===== config.mk =====
export PLATFORM = sky130hd
export DESIGN_NAME = afe_spi_responder
export DESIGN_NICKNAME = d
export VERILOG_FILES = /design/src/rtl/afe_regs_pkg.sv /design/src/rtl/spi_in_sync.sv /design/src/rtl/afe_spi_responder.sv
export SDC_FILE = /design/constraint.sdc
export NUM_CORES = 2
export LEC_CHECK = 0
export BUFFER_PORTS_ARGS = -buffer_cell sky130_fd_sc_hd__clkbuf_2
export CAP_MARGIN = 5
export CORE_ASPECT_RATIO = 0.9
export CORE_MARGIN = 10
export CORE_UTILIZATION = 35
export CTS_CLUSTER_SIZE = 28
export DETAILED_ROUTE_END_ITERATION = 12
export GPL_TIMING_DRIVEN = 0
export PLACE_DENSITY = 0.46
export SYNTH_ARGS = -nofsm -noshare
export SYNTH_HDL_FRONTEND = slang
export SYNTH_SLANG_ARGS = --single-unit

===== constraint.sdc =====
create_clock -name clk -period 8.9 [get_ports clk]
set_input_delay 0.89 -clock clk [delete_from_list [all_inputs] [get_ports clk]]
set_output_delay 0.89 -clock clk [all_outputs]
set_load 0.05 [all_outputs]

===== src/rtl/afe_regs_pkg.sv =====
// Shared AFE4490 register map definitions.
// Contents: register address constants, CONTROL0 bit positions, SPI frame
// length and the SPI frame FSM state encoding. Also used by spibufferv3 and
// write_ramv1.
package afe_regs_pkg;

  localparam logic [7:0] CONTROL0      = 8'h00;
  localparam logic [7:0] LAST_WRITABLE = 8'h29;
  localparam logic [7:0] LED2VAL       = 8'h2A;
  localparam logic [7:0] ALED2VAL      = 8'h2B;
  localparam logic [7:0] LED1VAL       = 8'h2C;
  localparam logic [7:0] ALED1VAL      = 8'h2D;
  localparam logic [7:0] LED2_ALED2VAL = 8'h2E;
  localparam logic [7:0] LED1_ALED1VAL = 8'h2F;
  localparam logic [7:0] DIAG          = 8'h30;

  localparam int CTL0_SPI_READ = 0;
  localparam int CTL0_DIAG_EN  = 2;
  localparam int CTL0_SW_RST   = 3;

  localparam int FRAME_LEN = 32;
  localparam int SAMPLE_W  = 22;
  localparam int FLAGS_W   = 21;

  typedef enum logic [1:0] {
    ST_IDLE = 2'd0,
    ST_ADDR = 2'd1,
    ST_DATA = 2'd2,
    ST_DONE = 2'd3
  } spi_state_t;

endpackage


===== src/rtl/spi_in_sync.sv =====
// Synchroniser for the SPI pins plus edge pulses on the synchronised copies.
// Ports: clk/reset (sync, active-high); sclk, cs_n, mosi asynchronous inputs;
// sclk_rise/sclk_fall/cs_rise/cs_fall single-cycle pulses; mosi_s synced data.
// SYNC_STAGES must be >= 2.
module spi_in_sync #(
  parameter int SYNC_STAGES = 2
) (
  input  logic clk,
  input  logic reset,
  input  logic sclk,
  input  logic cs_n,
  input  logic mosi,
  output logic sclk_rise,
  output logic sclk_fall,
  output logic cs_rise,
  output logic cs_fall,
  output logic mosi_s
);

  logic [SYNC_STAGES-1:0] sclk_sr, cs_sr, mosi_sr;
  logic                   sclk_d, cs_d;

  // cs_n resets to the asserted level so that a chip select already held low
  // across reset does not look like a new frame start.
  always_ff @(posedge clk) begin
    if (reset) begin
      sclk_sr <= '0;
      cs_sr   <= '0;
      mosi_sr <= '0;
      sclk_d  <= 1'b0;
      cs_d    <= 1'b0;
    end else begin
      sclk_sr <= {sclk_sr[SYNC_STAGES-2:0], sclk};
      cs_sr   <= {cs_sr[SYNC_STAGES-2:0], cs_n};
      mosi_sr <= {mosi_sr[SYNC_STAGES-2:0], mosi};
      sclk_d  <= sclk_sr[SYNC_STAGES-1];
      cs_d    <= cs_sr[SYNC_STAGES-1];
    end
  end

  assign sclk_rise = sclk_sr[SYNC_STAGES-1] & ~sclk_d;
  assign sclk_fall = ~sclk_sr[SYNC_STAGES-1] & sclk_d;
  assign cs_rise   = cs_sr[SYNC_STAGES-1] & ~cs_d;
  assign cs_fall   = ~cs_sr[SYNC_STAGES-1] & cs_d;
  assign mosi_s    = mosi_sr[SYNC_STAGES-1];

endmodule


===== src/rtl/afe_spi_responder.sv =====
// AFE4490 register-interface stand-in: SPI mode-0 responder with a flop
// register file, sample injection into the result registers, adc_rdy and
// optional diagnostic model.
// Ports: clk/reset (sync, active-high); sclk/cs_n/mosi/miso SPI pins;
// in_sample_valid + in_led2/in_aled2/in_led1/in_aled1 sample load;
// in_diag_flags copied into DIAG on diagnostic completion; adc_rdy,
// diag_end, out_txn_done pulses; out_spi_read_en mirrors CONTROL0.SPI_READ.
// Build option: define AFE_DIAG_MODEL_EN to enable the DIAG_EN countdown
// model; otherwise DIAG_EN is a plain stored bit and diag_end stays 0.
module afe_spi_responder
  import afe_regs_pkg::*;
#(
  parameter int ADDR_W      = 8,
  parameter int DATA_W      = 24,
  parameter int NUM_REGS    = 49,
  parameter int SYNC_STAGES = 2,
  parameter int DIAG_CYCLES = 1000
) (
  input  logic                clk,
  input  logic                reset,
  input  logic                sclk,
  input  logic                cs_n,
  input  logic                mosi,
  output logic                miso,
  input  logic                in_sample_valid,
  input  logic [SAMPLE_W-1:0] in_led2,
  input  logic [SAMPLE_W-1:0] in_aled2,
  input  logic [SAMPLE_W-1:0] in_led1,
  input  logic [SAMPLE_W-1:0] in_aled1,
  input  logic [FLAGS_W-1:0]  in_diag_flags,
  output logic                adc_rdy,
  output logic                diag_end,
  output logic                out_spi_read_en,
  output logic                out_txn_done
);

  localparam int IDX_W = $clog2(NUM_REGS);
  localparam int CNT_W = $clog2(FRAME_LEN);

  function automatic logic [IDX_W-1:0] idx(input logic [ADDR_W-1:0] a);
    return IDX_W'(a);
  endfunction

  function automatic logic signed [DATA_W-1:0] sext(input logic [SAMPLE_W-1:0] v);
    return {{(DATA_W-SAMPLE_W){v[SAMPLE_W-1]}}, v};
  endfunction

  logic sclk_rise, sclk_fall, cs_rise, cs_fall, mosi_s;

  spi_in_sync #(.SYNC_STAGES(SYNC_STAGES)) u_sync (
    .clk      (clk),
    .reset    (reset),
    .sclk     (sclk),
    .cs_n     (cs_n),
    .mosi     (mosi),
    .sclk_rise(sclk_rise),
    .sclk_fall(sclk_fall),
    .cs_rise  (cs_rise),
    .cs_fall  (cs_fall),
    .mosi_s   (mosi_s)
  );

  spi_state_t               state, state_nxt;
  logic [CNT_W-1:0]         bit_cnt;
  logic [FRAME_LEN-2:0]     rx_sr;
  logic [DATA_W-1:0]        tx_sr;
  logic                     miso_r;
  logic [DATA_W-1:0]        regs [NUM_REGS];
  logic                     frame_start, rx_shift, tx_load, tx_shift, commit;
  logic [ADDR_W-1:0]        rd_addr, wr_addr;
  logic [DATA_W-1:0]        rd_data, wr_data;
  logic                     spi_read, wr_ok, sw_rst, diag_done;
  logic signed [DATA_W-1:0] led2_x, aled2_x, led1_x, aled1_x;

  // ---- frame FSM: state register / next state / decoded actions ----
  always_ff @(posedge clk) begin
    if (reset) state <= ST_IDLE;
    else       state <= state_nxt;
  end

  always_comb begin
    state_nxt = state;
    if (cs_rise) begin
      state_nxt = ST_IDLE;
    end else begin
      case (state)
        ST_IDLE: if (cs_fall) state_nxt = ST_ADDR;
        ST_ADDR: if (sclk_rise && bit_cnt == CNT_W'(ADDR_W-1)) state_nxt = ST_DATA;
        ST_DATA: if (sclk_rise && bit_cnt == CNT_W'(FRAME_LEN-1)) state_nxt = ST_DONE;
        default: state_nxt = state;
      endcase
    end
  end

  // A cs_n rise pre-empts everything, so an incomplete frame never commits.
  always_comb begin
    frame_start = 1'b0;
    rx_shift    = 1'b0;
    tx_load     = 1'b0;
    tx_shift    = 1'b0;
    commit      = 1'b0;
    if (!cs_rise) begin
      case (state)
        ST_IDLE: frame_start = cs_fall;
        ST_ADDR: begin
          rx_shift = sclk_rise;
          tx_load  = sclk_rise && bit_cnt == CNT_W'(ADDR_W-1);
        end
        ST_DATA: begin
          rx_shift = sclk_rise;
          tx_shift = sclk_fall;
          commit   = sclk_rise && bit_cnt == CNT_W'(FRAME_LEN-1);
        end
        default: ;
      endcase
    end
  end

  // ---- shift registers ----
  assign spi_read = regs[idx(CONTROL0)][CTL0_SPI_READ];
  assign rd_addr  = {rx_sr[ADDR_W-2:0], mosi_s};
  assign rd_data  = (spi_read && rd_addr < ADDR_W'(NUM_REGS)) ? regs[idx(rd_addr)] : '0;
  assign wr_addr  = rx_sr[FRAME_LEN-2 -: ADDR_W];
  assign wr_data  = {rx_sr[DATA_W-2:0], mosi_s};

  always_ff @(posedge clk) begin
    if (reset || frame_start) begin
      bit_cnt <= '0;
      rx_sr   <= '0;
      tx_sr   <= '0;
      miso_r  <= 1'b0;
    end else begin
      if (rx_shift) begin
        rx_sr   <= {rx_sr[FRAME_LEN-3:0], mosi_s};
        bit_cnt <= bit_cnt + CNT_W'(1);
      end
      // Readback is a snapshot taken at the 8th rise.
      if (tx_load) tx_sr <= rd_data;
      if (tx_shift) begin
        miso_r <= tx_sr[DATA_W-1];
        tx_sr  <= {tx_sr[DATA_W-2:0], 1'b0};
      end
    end
  end

  assign miso = (state == ST_DATA) && miso_r;

  // ---- write commit ----
  assign wr_ok  = commit && (!spi_read || wr_addr == CONTROL0) && wr_addr <= LAST_WRITABLE;
  assign sw_rst = wr_ok && wr_addr == CONTROL0 && wr_data[CTL0_SW_RST];

`ifdef AFE_DIAG_MODEL_EN
  localparam int DCNT_W = $clog2(DIAG_CYCLES + 1);
  logic              diag_busy, diag_start;
  logic [DCNT_W-1:0] diag_cnt;

  assign diag_start = wr_ok && wr_addr == CONTROL0 && wr_data[CTL0_DIAG_EN] && !sw_rst;
  assign diag_done  = diag_busy && diag_cnt == '0 && !diag_start && !sw_rst;

  // Loaded with DIAG_CYCLES-1 so completion lands DIAG_CYCLES clocks after commit.
  always_ff @(posedge clk) begin
    if (reset || sw_rst) begin
      diag_busy <= 1'b0;
      diag_cnt  <= '0;
      diag_end  <= 1'b0;
    end else begin
      diag_end <= diag_done;
      if (diag_start) begin
        diag_busy <= 1'b1;
        diag_cnt  <= DCNT_W'(DIAG_CYCLES - 1);
      end else if (diag_done) begin
        diag_busy <= 1'b0;
      end else if (diag_busy) begin
        diag_cnt <= diag_cnt - DCNT_W'(1);
      end
    end
  end
`else
  logic unused_diag;
  assign unused_diag = (DIAG_CYCLES == 0) | wr_data[CTL0_DIAG_EN];
  assign diag_done   = 1'b0;
  assign diag_end    = 1'b0;
`endif

  // ---- register file ----
  assign led2_x  = sext(in_led2);
  assign aled2_x = sext(in_aled2);
  assign led1_x  = sext(in_led1);
  assign aled1_x = sext(in_aled1);

  // SW_RST clears everything, including a same-cycle sample load.
  always_ff @(posedge clk) begin
    if (reset || sw_rst) begin
      for (int i = 0; i < NUM_REGS; i++) regs[i] <= '0;
    end else begin
      if (wr_ok) regs[idx(wr_addr)] <= wr_data;
      if (diag_done) begin
        regs[idx(DIAG)] <= {{(DATA_W-FLAGS_W){1'b0}}, in_diag_flags};
        regs[idx(CONTROL0)][CTL0_DIAG_EN] <= 1'b0;
      end
      if (in_sample_valid) begin
        regs[idx(LED2VAL)]       <= led2_x;
        regs[idx(ALED2VAL)]      <= aled2_x;
        regs[idx(LED1VAL)]       <= led1_x;
        regs[idx(ALED1VAL)]      <= aled1_x;
        regs[idx(LED2_ALED2VAL)] <= led2_x - aled2_x;
        regs[idx(LED1_ALED1VAL)] <= led1_x - aled1_x;
      end
    end
  end

  always_ff @(posedge clk) begin
    if (reset) begin
      out_txn_done <= 1'b0;
      adc_rdy      <= 1'b0;
    end else begin
      out_txn_done <= commit;
      adc_rdy      <= in_sample_valid && !sw_rst;
    end
  end

  assign out_spi_read_en = spi_read;

endmodule


* Word-level counts from Yosys, hierarchy flattened
Memories as Yosys holds them, arrays and structs flattened. Index checks and enable logic that the tools add are counted.
Word-level totals: flip-flop bits (word level) 73, bits in writable memories 1176, input bits 115, output and inout bits 5, word-level logic and storage cells 97, memories 1
Memory list:
- regs | depth 49, bits a word 24, read ports 2, clocked after Yosys merged registers in 0, wr ports 49, RTL line afe_spi_responder.sv:68 | logic [DATA_W-1:0] regs [NUM_REGS];
Cells by class: add/sub/neg operators 3, $lt $le $gt $ge 2, equal/unequal tests 7, muxes and demuxes 34, bitwise operators 14, reduce and logical (&&, ||, !) cells 23
Operator list (number):
- 24-bit 2-to-1 mux | 10
- 22-bit by 22-bit subtractor with 23-bit output | 2
- 24-bit OR reduction | 1
- 1-bit 2-to-1 mux | 19
- 1-bit logical AND | 9
- 8-bit by 6-bit <= comparator with 1-bit output (second input constant) | 1
- 8-bit logical NOT | 1
- 8-bit by 6-bit less-than comparator with 1-bit output (second input constant) | 1
- 2-bit 2-to-1 mux | 3
- 6-bit 2-to-1 mux | 1
- 2-bit inequality test (second input constant) | 3
- 1-bit bitwise OR | 6
- 2-bit case mux with 3 select lines | 1
- 2-bit OR reduction | 3
- 5-bit by 1-bit adder with 5-bit output (second input constant) | 1
- 5-bit by 3-bit == test with 1-bit output (second input constant) | 1
- 5-bit == test (second input constant) | 1
- 1-bit AND | 4
- 1-bit inverter | 4
- 4-bit AND reduction | 1
- 1-bit logical OR | 3
- 3-bit nonzero test | 1
- 2-bit by 1-bit == test with 1-bit output (second input constant) | 1
- 2-bit == test (second input constant) | 1
- 3 further kinds | 4

* Depth between registers and ports, before layout
depth after elaboration 14, gate-level depth with buffers 12

* Modules after synthesis
From an unflattened synthesis, not the netlist that was laid out.
Unflattened totals: cells, all modules 4636, area, all modules 70501.4 sq um
By module, submodules not included:
- afe_spi_responder | instances 1, cells an instance 4616, area an instance 70266.1 sq um, sequential area each 46464.6 sq um
- spi_in_sync | instances 1, cells an instance 20, area an instance 235.2 sq um, sequential area each 160.2 sq um

* Worst setup path after synthesis
No wires, ideal clock.
path type reg-to-reg, start register rx_sr[23], end memory regs[20][0], enable pin, library setup time 0.439 ns, arrival time 3.865 ns, required time 8.461 ns, setup slack 4.597 ns, cell stages (with the launch flop) 10, path buffers 4, period minus slack after synthesis 4.303 ns, path through dfxtp_1 -> buf_6 -> or3_1 -> buf_6 -> nor4_4 -> o211ai_2 -> or4_1 -> buf_6 -> buf_6 -> o21ai_0
RTL lines:
- start: declaration | RTL line afe_spi_responder.sv:65 | logic [FRAME_LEN-2:0] rx_sr;
- start signal: assignment | RTL line afe_spi_responder.sv:134 | rx_sr <= {rx_sr[FRAME_LEN-3:0], mosi_s};
- end: declaration | RTL line afe_spi_responder.sv:68

==> results.py <==
metrics = {
    "drt": {
        "num_vias": 44500,
        "wl_per_cell_um": 31.77,
        "drt_drc_violations_left": 0,
        "drtIter0Drc": 5155,
        "drtPass1Iterations": 6,
        "wirelength_mm": 266.2,
        "vias_per_cell": 5.311,
        "antenna_left": 0,
    },
    "clock_network": {
        "cts_resized": 0,
        "cts_tree": "done",
        "clk_latency_ns": 0.82,
        "clkTransAtPathRegs_ns": 0.06,
        "hold_buffers": 0,
        "clock_sinks": 1609,
        "postCtsSetupBuffers": 0,
        "cts-buffers-inserted": 179,
        "cts_root_buffer": "clkbuf_16",
        "clock_path_buffers": 3,
        "cts_max_level": 4,
    },
    "synth": {
        "synth_top_area_share_pct": 63.58,
        "synthCells": 4772,
        "synth_edf_count": 1536,
        "ys_seq_elements": 1609,
        "yosys.area.top_type": "edfxtp_1",
        "synthArstFlopShare_pct": 0,
        "synth_area_um2": 72540,
        "ys_seq_area_share_pct": 65.60,
        "synth_area_leaders": "edfxtp_1 (64%), mux4_2 (9.6%), and2_1 (8.7%)",
        "syn_avg_cell_area_um2": 15.20,
        "synth_warnings": 0,
        "ys_types": 71,
        "ys.flop_type": "edfxtp_1",
    },
    "setup_path": {
        "r2r-end": "regs[3][1]$_SDFFCE_PN0P_",
        "worstPathMaxFanout": 20,
        "cp.arrival_ns": 6.83,
        "cp_slowest_cell": "dfxtp_1",
        "cp.required_ns": 9.58,
        "critPathMostFrequentCell": "clkbuf_1",
        "worstSetupPathType": "flop to flop",
        "critPathBufInv": 6,
        "worstSetupPathDepth": 7,
        "worstSetupEndpointType": "flop",
        "cpPeakStageDelay_ns": 1.07,
        "crit_family": "buffers and inverters",
        "path_cells": "buf_2, buf_1, clkbuf_2, clkbuf_1, clkbuf_1, clkbuf_1, and2_1",
        "reg2reg_from": "rx_sr[0]$_SDFFE_PP0P_",
        "r2r_slack_ns": 2.75,
        "start_kind": "flop",
        "worstRegToRegCells": 7,
    },
    "power": {
        "vdd_drop_max_mv": 0.1615,
        "p_per_area_nw_per_um2": 197.3,
        "p_leak_nw": 30.31,
    },
    "final_layout": {
        "final_util_pct": 41.39,
        "area_growth_pct": 17.54,
        "multi_input_area_um2": 24830,
        "nets": 5665,
        "layout_common_cells": "edfxtp_1 (1536), and2_1 (1014), conb_1 (386)",
        "drive_above_1_share_pct": 17.39,
        "n_fill_cell": 19030,
        "final_common_cell": "edfxtp_1",
        "seq_area_um2": 47600,
    },
    "placed_design": {
        "hpwl_mm": 191.9,
        "portBuffers": 97,
        "place.gp.congestion": 0.9137,
    },
    "floorplan": {
        "row_count": 158,
        "die_w_um": 499.9,
        "core-area_um2": 206000,
        "pin_count": 120,
        "die_h_um": 451.9,
        "start_util_pct": 35.22,
        "die_area_um2": 225900,
    },
    "global_route": {
        "grtUsageMet1_pct": 33.56,
        "grt_max_degree": 25,
        "grt_use_met2_pct": 34.92,
        "top_usage_layer": "met2",
        "use_met3_pct": 4.616,
        "grt_pass1_wl_mm": 363.6,
        "grt_pass1_vias": 43650,
        "grt_util_all_layers_pct": 23.08,
        "overflow": 0,
        "antenna_found_initial": 27,
    },
    "timing": {
        "finalClockSkew_ns": 0.03207,
        "timing.slew.headroom_pct": -4.446,
        "worst_pin_slew_ns": 1.552,
        "drv_slew": 12,
        "finalSetupTns_ns": 0,
        "setup_viol": 0,
        "min_period_over_period_pct": 69.06,
        "max_freq_ghz": 0.1627,
        "rsz0062_at_grt": "false",
        "min_period_ns": 6.147,
        "finalHoldViolations": 0,
    },
    "hold_path": {
        "worstHoldStart": "cs_n",
        "whs_endpoint": "u_sync.cs_sr[0]$_SDFF_PP0_",
        "min_path_cells": 2,
        "hold_class": "input pin to flop",
    },
    "status": {
        "violations": "max-capacitance violations, max-slew violations",
        "run_status": "complete, but fails checks",
    },
    "job": {
        "drv_cap": 2,
    },
}
## worst max-delay path by stage
stage                                       to  slack, ns                   start
floorplan            regs[20][0]$_SDFFCE_PN0P_       4.60  rx_sr[23]$_SDFFE_PP0P_
global placement    regs[33][15]$_SDFFCE_PN0P_       1.89  rx_sr[23]$_SDFFE_PP0P_
detailed placement    regs[0][1]$_SDFFCE_PN0P_       2.83   rx_sr[0]$_SDFFE_PP0P_
CTS                   regs[3][1]$_SDFFCE_PN0P_       2.84   rx_sr[0]$_SDFFE_PP0P_
global route          regs[3][1]$_SDFFCE_PN0P_       2.76   rx_sr[0]$_SDFFE_PP0P_
finish                regs[3][1]$_SDFFCE_PN0P_       2.75   rx_sr[0]$_SDFFE_PP0P_
## registers in the layout, indices dropped and copies added (netlist names), 2 cells and up
signal / cells
state: 2
regs: 1536
u_sync.mosi_sr: 2
bit_cnt: 5
rx_sr: 31
u_sync.cs_sr: 2
tx_sr: 24
u_sync.sclk_sr: 2
## layer usage
metal  share of wire (%)  up-vias  wire length, um
met3                 8.3      328            22210
met1                  45    23420           118800
met5               0.014        -               38
li1                    -    19000                -
met2                  44     1737           116400
met4                 3.2        6             8647
## layout make-up
type	instances	area share (%)
tap	2720	3.991
antenna	16	0.04696
clock inverter	81	0.7029
multi-input combinational	3082	29.12
buffer	405	2.144
timing repair buffer	160	2.181
inverter	61	0.2685
clock buffer	244	5.720
sequential	1609	55.83
## Yosys cell counts (11+ instances only)
cell and instances:
a22o_1 12, a21oi_1 106, o22ai_1 100, nand3_1 13, mux2i_1 218, o21bai_1 11
edfxtp_1 1536, mux4_2 308, nand2_1 147, nor2b_1 26, a311o_1 15, nor2_4 19
clkbuf_2 24, nand2b_1 23, dfxtp_1 73, and3_1 56, or3_1 30, mux2_2 58
clkbuf_1 271, o221ai_1 13, nor3_1 23, and2_1 1014, ha_1 50, buf_1 27
xnor2_1 12, inv_1 60, buf_2 53, a211oi_1 22, xor2_1 17, buf_6 21
a22oi_1 18, nor2_1 168, a21o_1 22, o21ai_0 78
## where the power goes
part / switching [W] / internal, W
registers: 0.0000979 / 0.00858
logic: 0.000636 / 0.000352
clock network: 0.00315 / 0.00400
total: 0.00389 / 0.0129
## kinds of logic (layout without fill, tap and decap cells)
kind of cell,after synthesis,after routing,share of synthesized area (%)
AOI/OAI and AO/OA,465,465,4.174
xor gates and xnor gates,29,29,0.3501
adders and majority gates,52,52,0.9176
buffers and inverters,466,951,2.808
DFF,1609,1609,65.60
muxes,584,584,13.47
other,1,402,0.005170
and+or+nand+nor,1566,1566,12.68
## metrics by stage
| step | worst slack, ns | instance area, um2 | total power, W | std cells | hold WS [ns] |
|---|---|---|---|---|---|
| after floorplan | 4.597 | 73990 | 0.009340 | 5157 | 0.4138 |
| after global placement | 1.891 | 77870 | 0.009772 | 7974 | 0.4313 |
| after detailed placement | 2.830 | 79710 | 0.009816 | 8035 | 0.4299 |
| after CTS | 2.837 | 85180 | 0.01694 | 8360 | 0.2595 |
| after global routing | 2.765 | 85230 | 0.01731 | 8362 | 0.2973 |
| final | 2.754 | 85270 | 0.01682 | 8378 | 0.3193 |
## worst register-to-register path, stage by stage (launching register included)
cell	delay, ns
dfxtp_1	1.07
buf_2	0.70
buf_1	0.77
clkbuf_2	0.81
clkbuf_1	0.87
clkbuf_1	1.05
clkbuf_1	0.52
and2_1	0.21
(Power assumes the default switching activity.)
